--- src/rtl/rd_resp.sv ---
// -----------------------------------------------------------------------------
// rd_resp -- polled read responder
//
// An initiator raises rd and keeps it high while the read is outstanding. The
// responder holds ws=1 (initiator re-polls) until two things are true: at least
// wait_cfg cycles have elapsed and a word has been taken from the upstream
// valid/ready source. It then shows the word on rdata with ws=0. The initiator
// pulses ds to say it has taken rdata, which bumps rd_cnt.
//
// Ports
//   clk        in   clock, all state updates on its rising edge
//   rst_n      in   asynchronous active-low reset
//   rd         in   read request, held high while outstanding
//   ds         in   done strobe, rdata has been consumed
//   ws         out  wait state, 1 = data not ready yet
//   rdata      out  [DW]  read data, valid while READY
//   wait_cfg   in   [WAIT_W] minimum wait cycles per read
//   src_valid  in   upstream word available
//   src_data   in   [DW] upstream word
//   src_ready  out  responder accepts src_data this cycle
//   rd_cnt     out  [16] completed reads, wraps to 0
//   err        out  sticky protocol error (ds outside READY)
//   rpar       out  even parity of rdata (only with RD_RESP_PARITY_EN)
//
// Build option: define RD_RESP_PARITY_EN to add the rpar output and an
// X-on-capture check that sets err in simulation.
// -----------------------------------------------------------------------------
module rd_resp #(
   parameter int DW     = 8,
   parameter int WAIT_W = 4
) (
   input  logic              clk,
   input  logic              rst_n,
   input  logic              rd,
   input  logic              ds,
   output logic              ws,
   output logic [DW-1:0]     rdata,
   input  logic [WAIT_W-1:0] wait_cfg,
   input  logic              src_valid,
   input  logic [DW-1:0]     src_data,
   output logic              src_ready,
   output logic [15:0]       rd_cnt,
   output logic              err
`ifdef RD_RESP_PARITY_EN
   ,
   output logic              rpar
`endif
);

   typedef enum logic [1:0] {
      IDLE  = 2'd0,
      BUSY  = 2'd1,
      READY = 2'd2
   } state_t;

   localparam logic [WAIT_W-1:0] WCNT_ONE = {{(WAIT_W-1){1'b0}}, 1'b1};

   state_t            state_q, state_d;
   logic [WAIT_W-1:0] wcnt_q, wcnt_d;
   logic [WAIT_W-1:0] wcnt_dec;
   logic              cap_q, cap_d;
   logic [DW-1:0]     rdata_q, rdata_d;
   logic [15:0]       rd_cnt_q, rd_cnt_d;
   logic              err_q, err_d;
   logic              capture;
`ifdef RD_RESP_PARITY_EN
   logic              rpar_q, rpar_d;
`endif

   // Outputs are decoded from registered state only, so rd/ds never reach ws
   // combinationally.
   assign ws        = (state_q == BUSY);
   assign src_ready = (state_q == BUSY) && !cap_q;
   assign rdata     = rdata_q;
   assign rd_cnt    = rd_cnt_q;
   assign err       = err_q;
`ifdef RD_RESP_PARITY_EN
   assign rpar      = rpar_q;
`endif

   // Saturating decrement of the wait counter.
   assign wcnt_dec = (wcnt_q == '0) ? '0 : (wcnt_q - WCNT_ONE);

   always_comb begin
      state_d  = state_q;
      wcnt_d   = wcnt_q;
      cap_d    = cap_q;
      rdata_d  = rdata_q;
      rd_cnt_d = rd_cnt_q;
      err_d    = err_q;
      capture  = 1'b0;

      if (ds && (state_q != READY)) begin
         err_d = 1'b1;
      end

      case (state_q)
         IDLE: begin
            if (rd) begin
               wcnt_d = wait_cfg;
               cap_d  = 1'b0;
               // Zero wait and data already there: skip BUSY entirely.
               if ((wait_cfg == '0) && src_valid) begin
                  capture = 1'b1;
                  rdata_d = src_data;
                  state_d = READY;
               end else begin
                  state_d = BUSY;
               end
            end
         end
         BUSY: begin
            // src_ready is already high this cycle, so a handshake completes
            // even if rd drops; on abort the word is simply thrown away.
            if (src_valid && !cap_q) begin
               capture = 1'b1;
               rdata_d = src_data;
               cap_d   = 1'b1;
            end
            if (!rd) begin
               cap_d   = 1'b0;
               state_d = IDLE;
            end else begin
               wcnt_d = wcnt_dec;
               // The counter reaching zero on this edge ends the wait, so a
               // wait_cfg of N gives exactly N cycles of ws=1.
               if ((wcnt_dec == '0) && (cap_q || capture)) begin
                  state_d = READY;
               end
            end
         end
         READY: begin
            if (ds) begin
               rd_cnt_d = rd_cnt_q + 16'd1;
               state_d  = IDLE;
            end else if (!rd) begin
               state_d  = IDLE;
            end
         end
         default: begin
            state_d = state_t'(2'bxx);
         end
      endcase

`ifdef RD_RESP_PARITY_EN
      rpar_d = ^rdata_d;
`ifndef SYNTHESIS
      if (capture && $isunknown(src_data)) begin
         err_d = 1'b1;
      end
`endif
`endif
   end

   always_ff @(posedge clk or negedge rst_n) begin
      if (!rst_n) begin
         state_q  <= IDLE;
         wcnt_q   <= '0;
         cap_q    <= 1'b0;
         rdata_q  <= '0;
         rd_cnt_q <= '0;
         err_q    <= 1'b0;
`ifdef RD_RESP_PARITY_EN
         rpar_q   <= 1'b0;
`endif
      end else begin
         state_q  <= state_d;
         wcnt_q   <= wcnt_d;
         cap_q    <= cap_d;
         rdata_q  <= rdata_d;
         rd_cnt_q <= rd_cnt_d;
         err_q    <= err_d;
`ifdef RD_RESP_PARITY_EN
         rpar_q   <= rpar_d;
`endif
      end
   end

endmodule

--- config.mk ---
export PLATFORM = sky130hd
export DESIGN_NAME = rd_resp
export DESIGN_NICKNAME = d
export VERILOG_FILES = /design/src/rtl/rd_resp.sv
export SDC_FILE = /design/constraint.sdc
export NUM_CORES = 1
export LEC_CHECK = 0
export ABC_AREA = 1
export CAP_MARGIN = 20
export CORE_MARGIN = 2
export CORE_UTILIZATION = 45
export CTS_BUF_LIST = sky130_fd_sc_hd__clkbuf_8
export DETAILED_ROUTE_END_ITERATION = 10
export GPL_ROUTABILITY_DRIVEN = 0
export PLACE_DENSITY = 0.78
export SLEW_MARGIN = 10
export SYNTH_ARGS = -nofsm -noshare
export SYNTH_HDL_FRONTEND = slang
export SYNTH_SLANG_ARGS = --single-unit
--- constraint.sdc ---
create_clock -name clk -period 2.45 [get_ports clk]
set_clock_uncertainty 0.15 [all_clocks]
set_input_delay 0.49 -clock clk [delete_from_list [all_inputs] [get_ports clk]]
set_output_delay 0.49 -clock clk [all_outputs]
set_load 0.01 [all_outputs]
==> Word-level counts from Yosys, hierarchy flattened <==
Cells that the tools add are included.
{ "totals": {"ff_bits": 32, "out_inout_bits": 27, "wordCells": 56, "in_bits": 17} }
{ "op_classes": {"n_reduce_logical": 17, "addsub": 2, "muxes": 21, "eq_ne": 10} }
{ "ops": {"columns": ["op", "n"], "rows": [
  ["$mux W8", 3],
  ["$add A16 B1 Y16 const B", 1],
  ["$pmux W8 S2", 1],
  ["$logic_not A4 Y1", 3],
  ["$mux W2", 6],
  ["$mux W4", 3],
  ["$reduce_and A3 Y1", 3],
  ["$ne A2 B2 Y1 const B", 4],
  ["$pmux W4 S2", 1],
  ["$ne A3 B2 Y1 const B", 2],
  ["$pmux W2 S3", 1],
  ["$logic_and A1 B1 Y1", 5],
  ["$mux W1", 5],
  ["$reduce_and A4 Y1", 1],
  ["$sub A4 B1 Y4 const B", 1],
  ["$ne A3 B3 Y1 const B", 1],
  ["$eq A2 B1 Y1 const B", 1],
  ["$eq A2 B2 Y1 const B", 1],
  ["$logic_not A2 Y1", 1],
  ["$ne A2 B1 Y1 const B", 1],
  ["$pmux W1 S2", 1],
  ["$reduce_and A2 Y1", 1],
  ["$reduce_bool A2 Y1", 1],
  ["$logic_not A1 Y1", 1],
  ["$logic_or A1 B1 Y1", 1]
]} }

==> Depth between registers and ports, before layout <==
Gate-level depths: netlist of run 1.
{ "depth": {"word_depth": 9, "depth_mapped": 11, "ltp_nobuf": 11} }

==> Worst setup path before layout of run 1 <==
No wires, ideal clock.
{ "synth_path": {"path_kind": "flip-flop to output port", "from": "register state_q[1]", "to": "output port src_ready", "path_stages_with_launch": 5, "path_slack_ps": 780, "required_time_ps": 1810, "n_path_buf": 0, "arrival_ps": 1030, "cell_sequence": "dfrtp_1 -> inv_1 -> ha_1 -> inv_2 -> nor2_1"} }
{ "synth_via": {"elab_chain_cells": 2} }
{ "synth_lines": {"columns": ["element", "line", "source"], "rows": [
  ["from (decl)", "58", "state_t state_q, state_d;"],
  ["from (signal assigned)", "167", "state_q <= state_d;"],
  ["$eq A2 B1 Y1", null, null],
  ["net ws", "36", "output logic ws,"],
  ["$logic_and A1 B1 Y1", "73", "assign src_ready = (state_q == BUSY) && !cap_q;"],
  ["to (decl)", "41", "output logic src_ready,"]
]} }
The timed path passes the listed nets, and every way through them passes these cells.

==> Worst setup path in the final report of run 1 <==
{ "layout_path": {"from": "register state_q[1]", "to": "output port src_ready"} }
{ "layout_via": {"elab_chain_cells": 2} }
{ "layout_lines": {"columns": ["element", "line"], "rows": [
  ["$eq A2 B1 Y1", "73"],
  ["$logic_and A1 B1 Y1", "73"]
]} }
No other way between the ends.

==> flow_summary_export.csv, run 1 <==
group,metric,value,unit
clocking,h-tree-depth,2,
global_routing,use_met1,23.1,%
cells_and_area,antenna_cells,0,
routing,drtIter0Drc,85,
routing,drc,0,
min_path,min_path_type,"register to register",
critical_path,end_kind,"output pin",
power,pwr_density_cell,1060,mW/mm^2
critical_path,critPathLaunchType,"register",
floorplan,ioPinCount,44,
logic_synthesis,async_flop_share,100,%
min_path,hold_depth,1,
global_routing,busiest_layer,"met2",
cells_and_area,drive_above_1_share,10.5,%
critical_path,reg2reg_depth,8,
routing,via_per_inst,4.72,
clocking,clock_sinks,32,
global_routing,grt_pass1_wl,5.76,mm
critical_path,critPathBufInv,3,
logic_synthesis,synth_edf_count,0,
global_routing,grt_max_degree,33,
sta,fin_hold_ws,327,ps
routing,totalWireLength,3.28,mm
global_routing,grt-ovfl-total,0,
placed_design,place_inst,288,
critical_path,cp_cell_sequence,"inv_1 > ha_4 > inv_2 > nor2_1 > clkdlybuf4s50_1",
critical_path,r2r_start,"state_q[1]",
critical_path,cp_data_arrival_time,1690,ps
floorplan,dieArea,0.00419,sq mm
global_routing,grt_use_total,17.9,%
logic_synthesis,synth.most_common_cell,"nand2_1",
sta,min_period,2330,ps
logic_synthesis,synth_cell_types,27,
logic_synthesis,synthCells,195,
sta,tightest_slew,435,ps
clocking,hold_buffers,0,
global_routing,met3_usage,4.34,%
critical_path,critical_path.max_fanout,9,
floorplan,start_util,46.1,%
cells_and_area,final_nets,269,
logic_synthesis,ys.flop_type,"dfrtp_1",
logic_synthesis,ys_seq_elements,32,
logic_synthesis,synth_top_area_share,48.2,%
clocking,numCtsBuffers,5,
logic_synthesis,yosys.area.top_type,"dfrtp_1",
critical_path,crit_family,"buffers and inverters",
clocking,tritoncts,"yes",
clocking,insertion_delay,290,ps
routing,vias,1396,
clocking,clk_root_buffer_cell,"clkbuf_8",
sta,setup_tns,0,ps
logic_synthesis,synthesis.nets,217,
floorplan,rows,22,
global_routing,antenna_found_initial,0,
logic_synthesis,yosys-top-cells-area,"dfrtp_1 (48%), nand2_1 (12%), inv_1 (5.9%)",
global_routing,grt_pass1_vias,1358,
critical_path,cpPeakStageDelay,530,ps
floorplan,core_area,0.00361,sq mm
sta,drv_slew,0,
logic_synthesis,synth_top_family_by_area,"simple AND/OR/NAND/NOR gates",
clocking,cts_setup_buffers,0,
logic_synthesis,synth_area,0.00166,sq mm
floorplan,dieHeight,64.8,um
critical_path,cp.required,1810,ps
critical_path,critical_path_class,"register to output pin",
sta,finalSetupViolations,0,
critical_path,crit_slowest_cell,"clkdlybuf4s50_1",
logic_synthesis,yosys.area_share.adder,3.77,%
cells_and_area,area_growth,38.8,%
power,peakVddDrop,590,uV
min_path,hold_end,"err",
logic_synthesis,synth_mux_area_share,0,%
sta,maxSlewHeadroom,70.9,%
logic_synthesis,yosysSeqAreaShare,48.2,%
cells_and_area,finalNonFillerCells,296,
logic_synthesis,synth_common_cells,"nand2_1 (51), dfrtp_1 (32), inv_1 (26)",
sta,hold_viol_final,0,
critical_path,r2r_end,"rdata[5]",
min_path,worstHoldStart,"err",
critical_path,r2r_slack,620,ps
placed_design,io_buffers,43,
clocking,clock_tree.buffer_depth,2,
status,status,"complete, no violations",
logic_synthesis,synth_compound_area_share,6.93,%
clocking,clk_pin_slew,60,ps
flow_run,drv_cap,0,
routing,antenna_left,0,
floorplan,die_w,64.8,um
placed_design,hpwlAfterDp,2.47,mm
routing,first_pass_iters,4,
sta,rsz0062_at_grt,"false",
sta,fin_crit_sh,95.1,%
power,p_leak,1.12,nW
global_routing,grtUsageMet2,28.1,%
sta,fmax,0.429,GHz
logic_synthesis,synth-simple-area-share,28.2,%
clocking,cts_resized,1,
logic_synthesis,syn_area_per_cell,8.52,sq um
logic_synthesis,yosys_warnings,0,
logic_synthesis,synth-xor-area-share,6.33,%
routing,avgRoutedWirePerCell,11.1,um
## worst register-to-register path: cells and delay by family, from the launching register on
| kind | cells | cell delay [ps] |
|---|---|---|
| AND/OR/NAND/NOR | 4 | 490 |
| adder cells (fa/ha/maj) | 1 | 230 |
| buffers and inverters | 2 | 410 |
| flip-flops | 1 | 400 |
| AO/OA/AOI/OAI | 1 | 90 |
## cell usage in the layout (no fill, tap or decap), drive strengths merged, types with 7 or more instances in the layout
cell	synthesis	layout
a21oi	8	8
clkbuf	0	7
clkdlybuf4s50	0	43
dfrtp	32	32
inv	27	27
nand2	55	55
nand3	20	20
nor2	17	17
xnor2	7	7
## routing by layer
metal  vias to the layer above  wire length (um)
met2                        41              1490
met4                         0                62
met5                         -                 0
met3                         5               191
met1                       629              1540
li1                        721                 -
## worst max-delay path by stage
stage	from	end	slack (ps)	depth (start not counted)
2_1_floorplan	state_q[1]	src_ready	780	4
3_3_place_gp	state_q[1]	src_ready	340	5
3_5_place_dp	state_q[1]	src_ready	300	5
4_1_cts	state_q[1]	src_ready	50	5
5_1_grt	state_q[1]	src_ready	50	5
6_report	state_q[1]	src_ready	120	5
## where the power goes
part	internal (mW)	switching [mW]	leakage (nW)	total, mW
clock network	0.359	0.199	0.0645	0.557
logic	0.491	0.588	0.659	1.08
registers	0.684	0.114	0.402	0.798
total	1.53	0.901	1.12	2.43
## area by class of cell
| cell class | instances | area, sq um |
|---|---|---|
| Fill cell | 296 | 1300 |
| Sequential cell | 32 | 801 |
| Multi-Input combinational cell | 134 | 763 |
| Timing Repair Buffer | 45 | 445 |
| Inverter | 29 | 110 |
| Clock buffer | 7 | 96.3 |
| Tap cell | 48 | 60.1 |
| Clock inverter | 1 | 30.0 |
## state kept, by name, summed over array words and instances, names as in the netlist
name     flops
rd_cnt      16
err          1
cap_q        1
wcnt_q       4
state_q      2
rdata        8
## metrics by stage
step / utilization (%) / power [mW] / worst slack [ps] / instance area [sq um]
after floorplan: - / 1.45 / 780 / 1660
after global placement: 60.1 / 1.85 / 341 / 2170
after detailed placement: 60.1 / 1.88 / 299 / 2170
after CTS: 63.7 / 2.45 / 45.7 / 2300
after global routing: 63.9 / 2.64 / 49.9 / 2310
final: 63.9 / 2.43 / 120 / 2310
## kinds of logic after synthesis
logic type      Yosys count
simple gates             97
flops                    32
buf+inv                  29
compound gates           20
xor+xnor                 12
fa+ha+maj                 5
Note: power is estimated with default switching activity, not from simulation.
==> run 2: changes to the inputs <==
CTS_BUF_LIST = not set   (was sky130_fd_sc_hd__clkbuf_8)
==> results of run 2 <==
No change in the layout: final DEF, timing and power equal those of run 1.
